`src/rtl/pattern_applier.sv`:
```
// Pattern applier/comparator: drives stored stimuli onto a combinational DUT,
// waits a fixed settle time, then checks the response under a care mask.
module pattern_applier #(
    parameter int NINPUTS  = 5,
    parameter int NOUTPUTS = 1,
    parameter int DEPTH    = 16,
    parameter int AW       = 4,
    parameter int SETTLE   = 2
) (
    input  logic                clk,
    input  logic                rst,
    input  logic                pat_we,
    input  logic [AW-1:0]       pat_addr,
    input  logic [NINPUTS-1:0]  pat_stim,
    input  logic [NOUTPUTS-1:0] pat_exp,
    input  logic [NOUTPUTS-1:0] pat_mask,
    input  logic [AW:0]         npat,
    input  logic                start,
    output logic [NINPUTS-1:0]  dut_in,
    input  logic [NOUTPUTS-1:0] dut_out,
    output logic                busy,
    output logic                done,
    output logic                pass,
    output logic [AW-1:0]       pattern_number,
    output logic [AW:0]         fail_count,
    output logic                first_fail_valid,
    output logic [AW-1:0]       first_fail_pattern
);

    localparam int CW = (SETTLE > 1) ? $clog2(SETTLE) : 1;
    localparam logic [AW:0] DEPTH_C = (AW+1)'(DEPTH);
    localparam logic [AW:0] FC_MAX  = '1;

    typedef enum logic [2:0] {S_IDLE, S_APPLY, S_SETTLE, S_STROBE, S_FINISH} state_t;

    logic [NINPUTS-1:0]  stim_mem [DEPTH];
    logic [NOUTPUTS-1:0] exp_mem  [DEPTH];
    logic [NOUTPUTS-1:0] mask_mem [DEPTH];

    state_t              state_q, state_d;
    logic [NINPUTS-1:0]  dut_in_q, dut_in_d;
    logic                busy_q, busy_d, done_q, done_d, pass_q, pass_d;
    logic [AW-1:0]       pn_q, pn_d, ffp_q, ffp_d;
    logic [AW:0]         fc_q, fc_d, npat_q, npat_d;
    logic                ffv_q, ffv_d;
    logic [CW-1:0]       cnt_q, cnt_d;
    logic                mismatch;

    // Pattern memory has no reset; writes are locked out for the whole run.
    always_ff @(posedge clk) begin
        if (pat_we && !busy_q && ({1'b0, pat_addr} < DEPTH_C)) begin
            stim_mem[pat_addr] <= pat_stim;
            exp_mem[pat_addr]  <= pat_exp;
            mask_mem[pat_addr] <= pat_mask;
        end
    end

    assign mismatch = |((dut_out ^ exp_mem[pn_q]) & mask_mem[pn_q]);

    always_comb begin
        state_d  = state_q;
        dut_in_d = dut_in_q;
        busy_d   = busy_q;
        done_d   = 1'b0;
        pass_d   = pass_q;
        pn_d     = pn_q;
        fc_d     = fc_q;
        ffv_d    = ffv_q;
        ffp_d    = ffp_q;
        npat_d   = npat_q;
        cnt_d    = cnt_q;
        case (state_q)
            S_IDLE: begin
                if (start) begin
                    fc_d   = '0;
                    ffv_d  = 1'b0;
                    ffp_d  = '0;
                    pass_d = 1'b0;
                    npat_d = (npat > DEPTH_C) ? DEPTH_C : npat;
                    if (npat == '0) begin
                        state_d = S_FINISH;
                    end else begin
                        pn_d    = '0;
                        busy_d  = 1'b1;
                        state_d = S_APPLY;
                    end
                end
            end
            S_APPLY: begin
                dut_in_d = stim_mem[pn_q];
                cnt_d    = CW'(SETTLE - 1);
                state_d  = S_SETTLE;
            end
            S_SETTLE: begin
                if (cnt_q == '0) state_d = S_STROBE;
                else             cnt_d   = cnt_q - 1'b1;
            end
            S_STROBE: begin
                if (mismatch) begin
                    if (fc_q != FC_MAX) fc_d = fc_q + 1'b1;
                    if (!ffv_q) begin
                        ffv_d = 1'b1;
                        ffp_d = pn_q;
                    end
                end
                if ({1'b0, pn_q} == npat_q - 1'b1) begin
                    state_d = S_FINISH;
                end else begin
                    pn_d    = pn_q + 1'b1;
                    state_d = S_APPLY;
                end
            end
            S_FINISH: begin
                busy_d  = 1'b0;
                done_d  = 1'b1;
                pass_d  = (fc_q == '0);
                state_d = S_IDLE;
            end
            default: state_d = S_IDLE;
        endcase
    end

    always_ff @(posedge clk or posedge rst) begin
        if (rst) begin
            state_q  <= S_IDLE;
            dut_in_q <= '0;
            busy_q   <= 1'b0;
            done_q   <= 1'b0;
            pass_q   <= 1'b0;
            pn_q     <= '0;
            fc_q     <= '0;
            ffv_q    <= 1'b0;
            ffp_q    <= '0;
            npat_q   <= '0;
            cnt_q    <= '0;
        end else begin
            state_q  <= state_d;
            dut_in_q <= dut_in_d;
            busy_q   <= busy_d;
            done_q   <= done_d;
            pass_q   <= pass_d;
            pn_q     <= pn_d;
            fc_q     <= fc_d;
            ffv_q    <= ffv_d;
            ffp_q    <= ffp_d;
            npat_q   <= npat_d;
            cnt_q    <= cnt_d;
        end
    end

    assign dut_in             = dut_in_q;
    assign busy               = busy_q;
    assign done               = done_q;
    assign pass               = pass_q;
    assign pattern_number     = pn_q;
    assign fail_count         = fc_q;
    assign first_fail_valid   = ffv_q;
    assign first_fail_pattern = ffp_q;

endmodule

```
`config.mk`:
```
export PLATFORM = sky130hd
export DESIGN_NAME = pattern_applier
export DESIGN_NICKNAME = d
export VERILOG_FILES = /design/src/rtl/pattern_applier.sv
export SDC_FILE = /design/constraint.sdc
export NUM_CORES = 1
export LEC_CHECK = 0
export CORE_MARGIN = 4
export CORE_UTILIZATION = 65
export CTS_BUF_LIST = sky130_fd_sc_hd__clkbuf_16
export DETAILED_ROUTE_END_ITERATION = 8
export DONT_BUFFER_PORTS = 1
export HOLD_SLACK_MARGIN = 0.08
export PLACE_DENSITY = 0.81
export REMOVE_ABC_BUFFERS = 1
export SYNTH_ARGS = -nofsm -noshare
export SYNTH_HDL_FRONTEND = slang
export SYNTH_SLANG_ARGS = --single-unit
```
`constraint.sdc`:
```
create_clock -name clk -period 4 [get_ports clk]
set_input_delay 0.6 -clock clk [delete_from_list [all_inputs] [get_ports clk]]
set_output_delay 0.6 -clock clk [all_outputs]
set_load 0.01 [all_outputs]
```
# Word-level counts from Yosys, hierarchy flattened
# Memories as Yosys holds them, arrays and structs flattened. A register that Yosys moved wholly into a read port is not among the register bits.
# Cells that the tools add are included.
dict set report totals {
  regBits 26
  mem_bits_rw 112
  in_bits 21
  output_inout_bits 22
  elab_cells 79
  mem_count 3
}
# memory depth word_bits rd rd_clocked_by_memory_dff write_ports line
set mem_list {}
lappend mem_list {stim_mem 16 5 1 1 1 36} ;# logic [NINPUTS-1:0] stim_mem [DEPTH];
lappend mem_list {exp_mem 16 1 1 0 1 37} ;# logic [NOUTPUTS-1:0] exp_mem [DEPTH];
lappend mem_list {mask_mem 16 1 1 0 1 38} ;# logic [NOUTPUTS-1:0] mask_mem [DEPTH];
dict set report op_classes {
  addsub 4
  order_cmp 1
  n_eq_ne 13
  n_mux 30
  bitwise 2
  reduce_logical 16
}
# op n
set op_table {}
lappend op_table {{two-way mux 4 bit} 6}
lappend op_table {{two-way mux 5 bit} 4}
lappend op_table {{case mux 4 bit (2 select lines)} 2}
lappend op_table {{inequality test 2 bit (second input constant)} 7}
lappend op_table {{two-way mux 3 bit} 4}
lappend op_table {{case mux 3 bit (4 select lines)} 1}
lappend op_table {{AND reduction 4 bit} 3}
lappend op_table {{logical NOT 5 bit} 2}
lappend op_table {{case mux 5 bit (2 select lines)} 1}
lappend op_table {{two-way mux 1 bit} 8}
lappend op_table {{case mux 1 bit (2 select lines)} 4}
lappend op_table {{equality test 3 x 2 -> 1 bit (second input constant)} 2}
lappend op_table {{AND reduction 2 bit} 3}
lappend op_table {{AND reduction 3 bit} 2}
lappend op_table {{nonzero test 2 bit} 3}
lappend op_table {{adder 5 x 1 -> 5 bit (second input constant)} 1}
lappend op_table {{equality test 4 x 5 -> 1 bit} 1}
lappend op_table {{> comparator 5 bit (second input constant)} 1}
lappend op_table {{inequality test 5 bit (second input constant)} 1}
lappend op_table {{subtractor 5 x 1 -> 5 bit (second input constant)} 1}
lappend op_table {{adder 4 x 1 -> 4 bit (second input constant)} 1}
lappend op_table {{equality test 3 x 1 -> 1 bit (second input constant)} 1}
lappend op_table {{equality test 3 bit (second input constant)} 1}
lappend op_table {{logical NOT 3 bit} 1}
lappend op_table {{other kinds (5)} 5}

# Depth between registers and ports, before layout
# An unclocked memory read counts as a cell.
dict set report logic_depth {
  word_depth 5
  depth_mapped 9
  ltp_nobuf 8
}

# Least setup slack after synthesis
# OpenSTA, ideal clock, no wires.
dict set report synth_timing {
  path_kind {register -> register}
  from {register pn_q[0] (netlist: pattern_number[0])}
  to {register fc_q[0] (netlist: fail_count[0])}
  setup_ns 0.121
  arrival_ns 2.063
  t_required_ns 3.879
  setup_slack_ns 1.816
  stages_incl_launch_ff 7
  path_buffers 1
  synth_period_minus_slack_ns 2.184
  path_cell_list {dfrtp_1 > mux4_2 > or2_0 > a221oi_2 > nor3_2 > buf_6 > a22o_1}
}
dict set report synth_via {
  elab_chain_cells 5
  elab_cells_between_ends 6
  cone_classes {eq/ne (1); bitwise (2); reduce/logical (1); memory (2)}
}
# element line
set synth_rtl {}
lappend synth_rtl {{from (decl)} 43} ;# logic [AW-1:0] pn_q, pn_d, ffp_q, ffp_d;
lappend synth_rtl {{from (signal assigned)} 142} ;# pn_q <= pn_d;
lappend synth_rtl {{memory (16 x 1 bit)} n/a}
lappend synth_rtl {{bitwise XOR 1 bit} 58} ;# assign mismatch = |((dut_out ^ exp_mem[pn_q]) & mask_mem[pn_q]);
lappend synth_rtl {{bitwise AND 1 bit *} 58}
lappend synth_rtl {{inequality test 2 bit (no line) *} n/a}
lappend synth_rtl {{AND reduction 4 bit (no line) *} n/a}
lappend synth_rtl {{to (signal assigned)} 131} ;# fc_q <= '0;
lappend synth_rtl {{to (signal assigned)} 143} ;# fc_q <= fc_d;
lappend synth_rtl {{to (decl)} 44} ;# logic [AW:0] fc_q, fc_d, npat_q, npat_d;
# Every way passes the cells marked *; elsewhere a longest branch is shown, timed or not.
# A chain may end at the register's enable or synchronous reset.

# Worst setup path after layout
dict set report layout_timing {
  from {register pn_q[0] (netlist: pattern_number[0])}
  to {register ffp_q[1] (netlist: first_fail_pattern[1])}
}
dict set report layout_via {
  elab_chain_cells 5
  elab_cells_between_ends 6
  cone_classes {eq/ne (1); bitwise (2); reduce/logical (1); memory (2)}
}
# element line
set layout_rtl {}
lappend layout_rtl {{memory (16 x 1 bit)} n/a}
lappend layout_rtl {{bitwise XOR 1 bit} 58}
lappend layout_rtl {{bitwise AND 1 bit *} 58}
lappend layout_rtl {{inequality test 2 bit (no line) *} n/a}
lappend layout_rtl {{AND reduction 4 bit (no line) *} n/a}
lappend layout_rtl {{to (signal assigned)} 145} ;# ffp_q <= ffp_d;
lappend layout_rtl {{to (decl)} 43}
# Marks and branches as above.

==> metrics <==
Hold Vio Cnt, Final=0; mapped cell area=approximately 6100 µm²; crit path kind=flop to flop; drt pass-1 iters=4; layout cell share with drive strength beyond 1=19.5%; most frequent cells in the layout=edfxtp_1, nand2_1, dfrtp_1, nor2_1, mux4_2; P per Cell Area=between 600 and 700 nW/µm²; buffering stage count on the worst path with inverters included=1; FILL cells=about 500; number of buffers created by CTS=17; Syn Area/Cell=around 15 µm²; Root Buffer Master=clkbuf_16; first-pass GRT wire length=between 15 and 20 mm; Synth Flop Type=edfxtp_1; Least-Margin Pin Slew=roughly 1.2 ns; critical path depth=7; port bufs=0; drt wl/cell=23.1 µm; Reg area=about 4100 µm²; chip width=105 µm; CTS tree=built; max incr delay on CP=between 0.6 and 0.7 ns; Starting Density=between 60 and 70%; Final Cycle Share=a little over two thirds; Pleak=2.34 nW; vias per std cell=about 6.5; Sum Neg Setup Slack=0 ns; Max Fclk=about 0.36 GHz; Skew-Pair Late Insertion Delay=0.41 ns; Peak supply drop=0.380 mV; DRC viols=0; Ys Warns=0; DIE AREA=between 10000 and 15000 µm²; register area share after synthesis=68.4%; fin area=6750 µm²; WP data arrival=approximately 3.1 ns; Die Y=105 µm; final global-route overflow total=0; # nets final=428; fraction of registers with async set/reset=a little over a fifth; CTS Sinks=approximately 140; Relative slew margins=18.4%; Cells after Synth=just under 400; commonest non-fill, non-tap cell in the layout=edfxtp_1; CP Data Required Time=4.33 ns; Hold Path Class=input pin to flop; hold_ws=0.284 ns; final slew viol count=0; hpwl dp=roughly 7.8 mm; area of the multi-input gates=between 1500 and 2000 µm²; count of cell types in the netlist=50; CTS clk-pin slew, worst paths=about 0.06 ns; CTS max path bufs=2; Worst setup EP type=flop; DRT iter0 DRCs=approximately 190; Post-synth EDFFs=112; vias in the first global route=approximately 3.5k; routed via count=roughly 3.4k; crit start category=flop; initial antenna violation count=0; RePlAce Congestion=about 0.86; largest net degree at the start of global routing=22; placed instance area=around 6000 µm²; synthesis-to-finish area growth=11.6%; # IOs=43; outcome=finished, final reports clean; #FFs+latches synth=143; min Tclk post-route=2.77 ns; hold path depth=0; core area=8890 µm²; maximum capacitance violations=0; cts repair resizes=0; post-route antenna net violation count=0; total routed wirelength=~12 mm; Row Count=34; crit path max fanout=13; RSZ-0062 raised after global routing=no; Critical-path top delay cell=dfrtp_2; Fin Clk Skew=between 0.01 and 0.015 ns; worst reg2reg path depth=7; Final setup viols=0; H-tree levels=4; delay-heaviest family, CP=compound AO/OA/AOI/OAI gates; worst path cell trace=buf_4 > mux2i_1 > a221oi_1 > a221oi_2 > nor3_2 > nand4_1 > o211ai_1; overall routing resource usage=about a quarter
[where the power goes]
part | internal [mW] | switching (mW)
logic | 0.364 | 0.431
registers | 1.71 | 0.171
clock network | 0.876 | 0.639
[cell usage after synthesis (3+ instances only)]
master | count | area [µm²]
buf_2 | 7 | 35.0
or3_1 | 3 | 18.8
inv_1 | 10 | 37.5
edfxtp_1 | 112 | 3360
ha_1 | 5 | 62.6
nand4_1 | 4 | 25.0
nor3_1 | 6 | 30.0
o21a_1 | 3 | 22.5
a221oi_1 | 3 | 26.3
mux4_2 | 21 | 473
a32o_1 | 3 | 30.0
nand2b_1 | 14 | 87.6
nand3_1 | 7 | 35.0
nand2_1 | 36 | 135
nor2_1 | 22 | 82.6
xnor2_1 | 6 | 52.6
a21oi_1 | 5 | 25.0
dfrtp_1 | 31 | 776
clkbuf_1 | 9 | 33.8
o2111ai_1 | 4 | 35.0
mux2_2 | 10 | 113
mux2i_1 | 13 | 130
o211ai_1 | 4 | 30.0
o21ai_0 | 19 | 95.1
[flip-flops by register name, indices dropped and copies added, names as in the netlist]
signal / flops
dut_in: 5
stim_mem: 80
done: 1
mask_mem: 16
pattern_number: 4
busy: 1
state_q: 3
npat_q: 5
first_fail_valid: 1
cnt_q: 1
pass: 1
first_fail_pattern: 4
exp_mem: 16
fail_count: 5
[routing by layer]
layer | track usage, % | part of all wire [%] | vias up
met5 | 0 | 0 | -
met4 | 7.31 | 1.3 | 0
met3 | 6.58 | 7.8 | 11
met2 | 40.0 | 51 | 118
met1 | 31.6 | 40 | 1753
li1 | - | - | 1527
[worst reg2reg max path, delay by kind of cell, from the launching register on]
kind | cells | cell delay, ns
compound gates | 3 | 0.81
buf+inv | 1 | 0.36
flops | 1 | 0.61
mux | 1 | 0.14
simple gates | 2 | 0.80
[final cells by class]
| type | instances | share of cell area (%) |
|---|---|---|
| diodes | 1 | 0.0371 |
| clock buffers | 17 | 6.30 |
| clock inverters | 15 | 2.20 |
| inverters | 10 | 0.556 |
| multi-input cells | 220 | 26.5 |
| flip-flops and latches | 143 | 61.3 |
| well taps | 108 | 2.00 |
| repair buffers | 10 | 1.15 |
[timing repair]
item | 4_1_cts | 5_1_grt
buffers inserted | 0 | 0
hold endpoints to repair | 10 | 0
endpoints found under the setup margin | 0 | 0
hold buffers | 1 | 0
[final timing paths]
path                              startpoint                    end  slack, ns
max in group asynchronous                rst      pattern_number[0]       2.73
hold reg to reg                    npat_q[3]              npat_q[3]       0.53
min in group asynchronous                rst       first_fail_valid       0.62
hold / removal                   pat_stim[1]        stim_mem[13][1]       0.28
setup / recovery           pattern_number[0]  first_fail_pattern[1]       1.23
setup reg to reg           pattern_number[0]  first_fail_pattern[1]       1.23
[through the flow]
step,util (%),power [mW],instances,worst slack [ns]
2_1_floorplan,-,2.50,373,0.494
3_3_place_gp,69.4,2.68,490,1.38
3_5_place_dp,69.4,2.70,490,1.30
4_1_cts,75.9,4.21,523,1.24
5_1_grt,75.9,4.40,523,0.976
6_report,76.0,4.19,524,1.23
[kinds of logic (layout without fill, tap and decap cells)]
kind of cell | Yosys count | in the layout | synth area share (%)
AO/OA/AOI/OAI | 52 | 52 | 6.03
XOR/XNOR | 8 | 8 | 1.16
adder cells (fa/ha/maj) | 5 | 5 | 1.03
buffers and inverters | 28 | 52 | 2.13
flip-flops | 143 | 143 | 68.4
multiplexers | 45 | 45 | 12.1
other | 0 | 1 | 0
AND/OR/NAND/NOR | 110 | 110 | 9.22
Note: power is estimated with default switching activity, not from simulation.
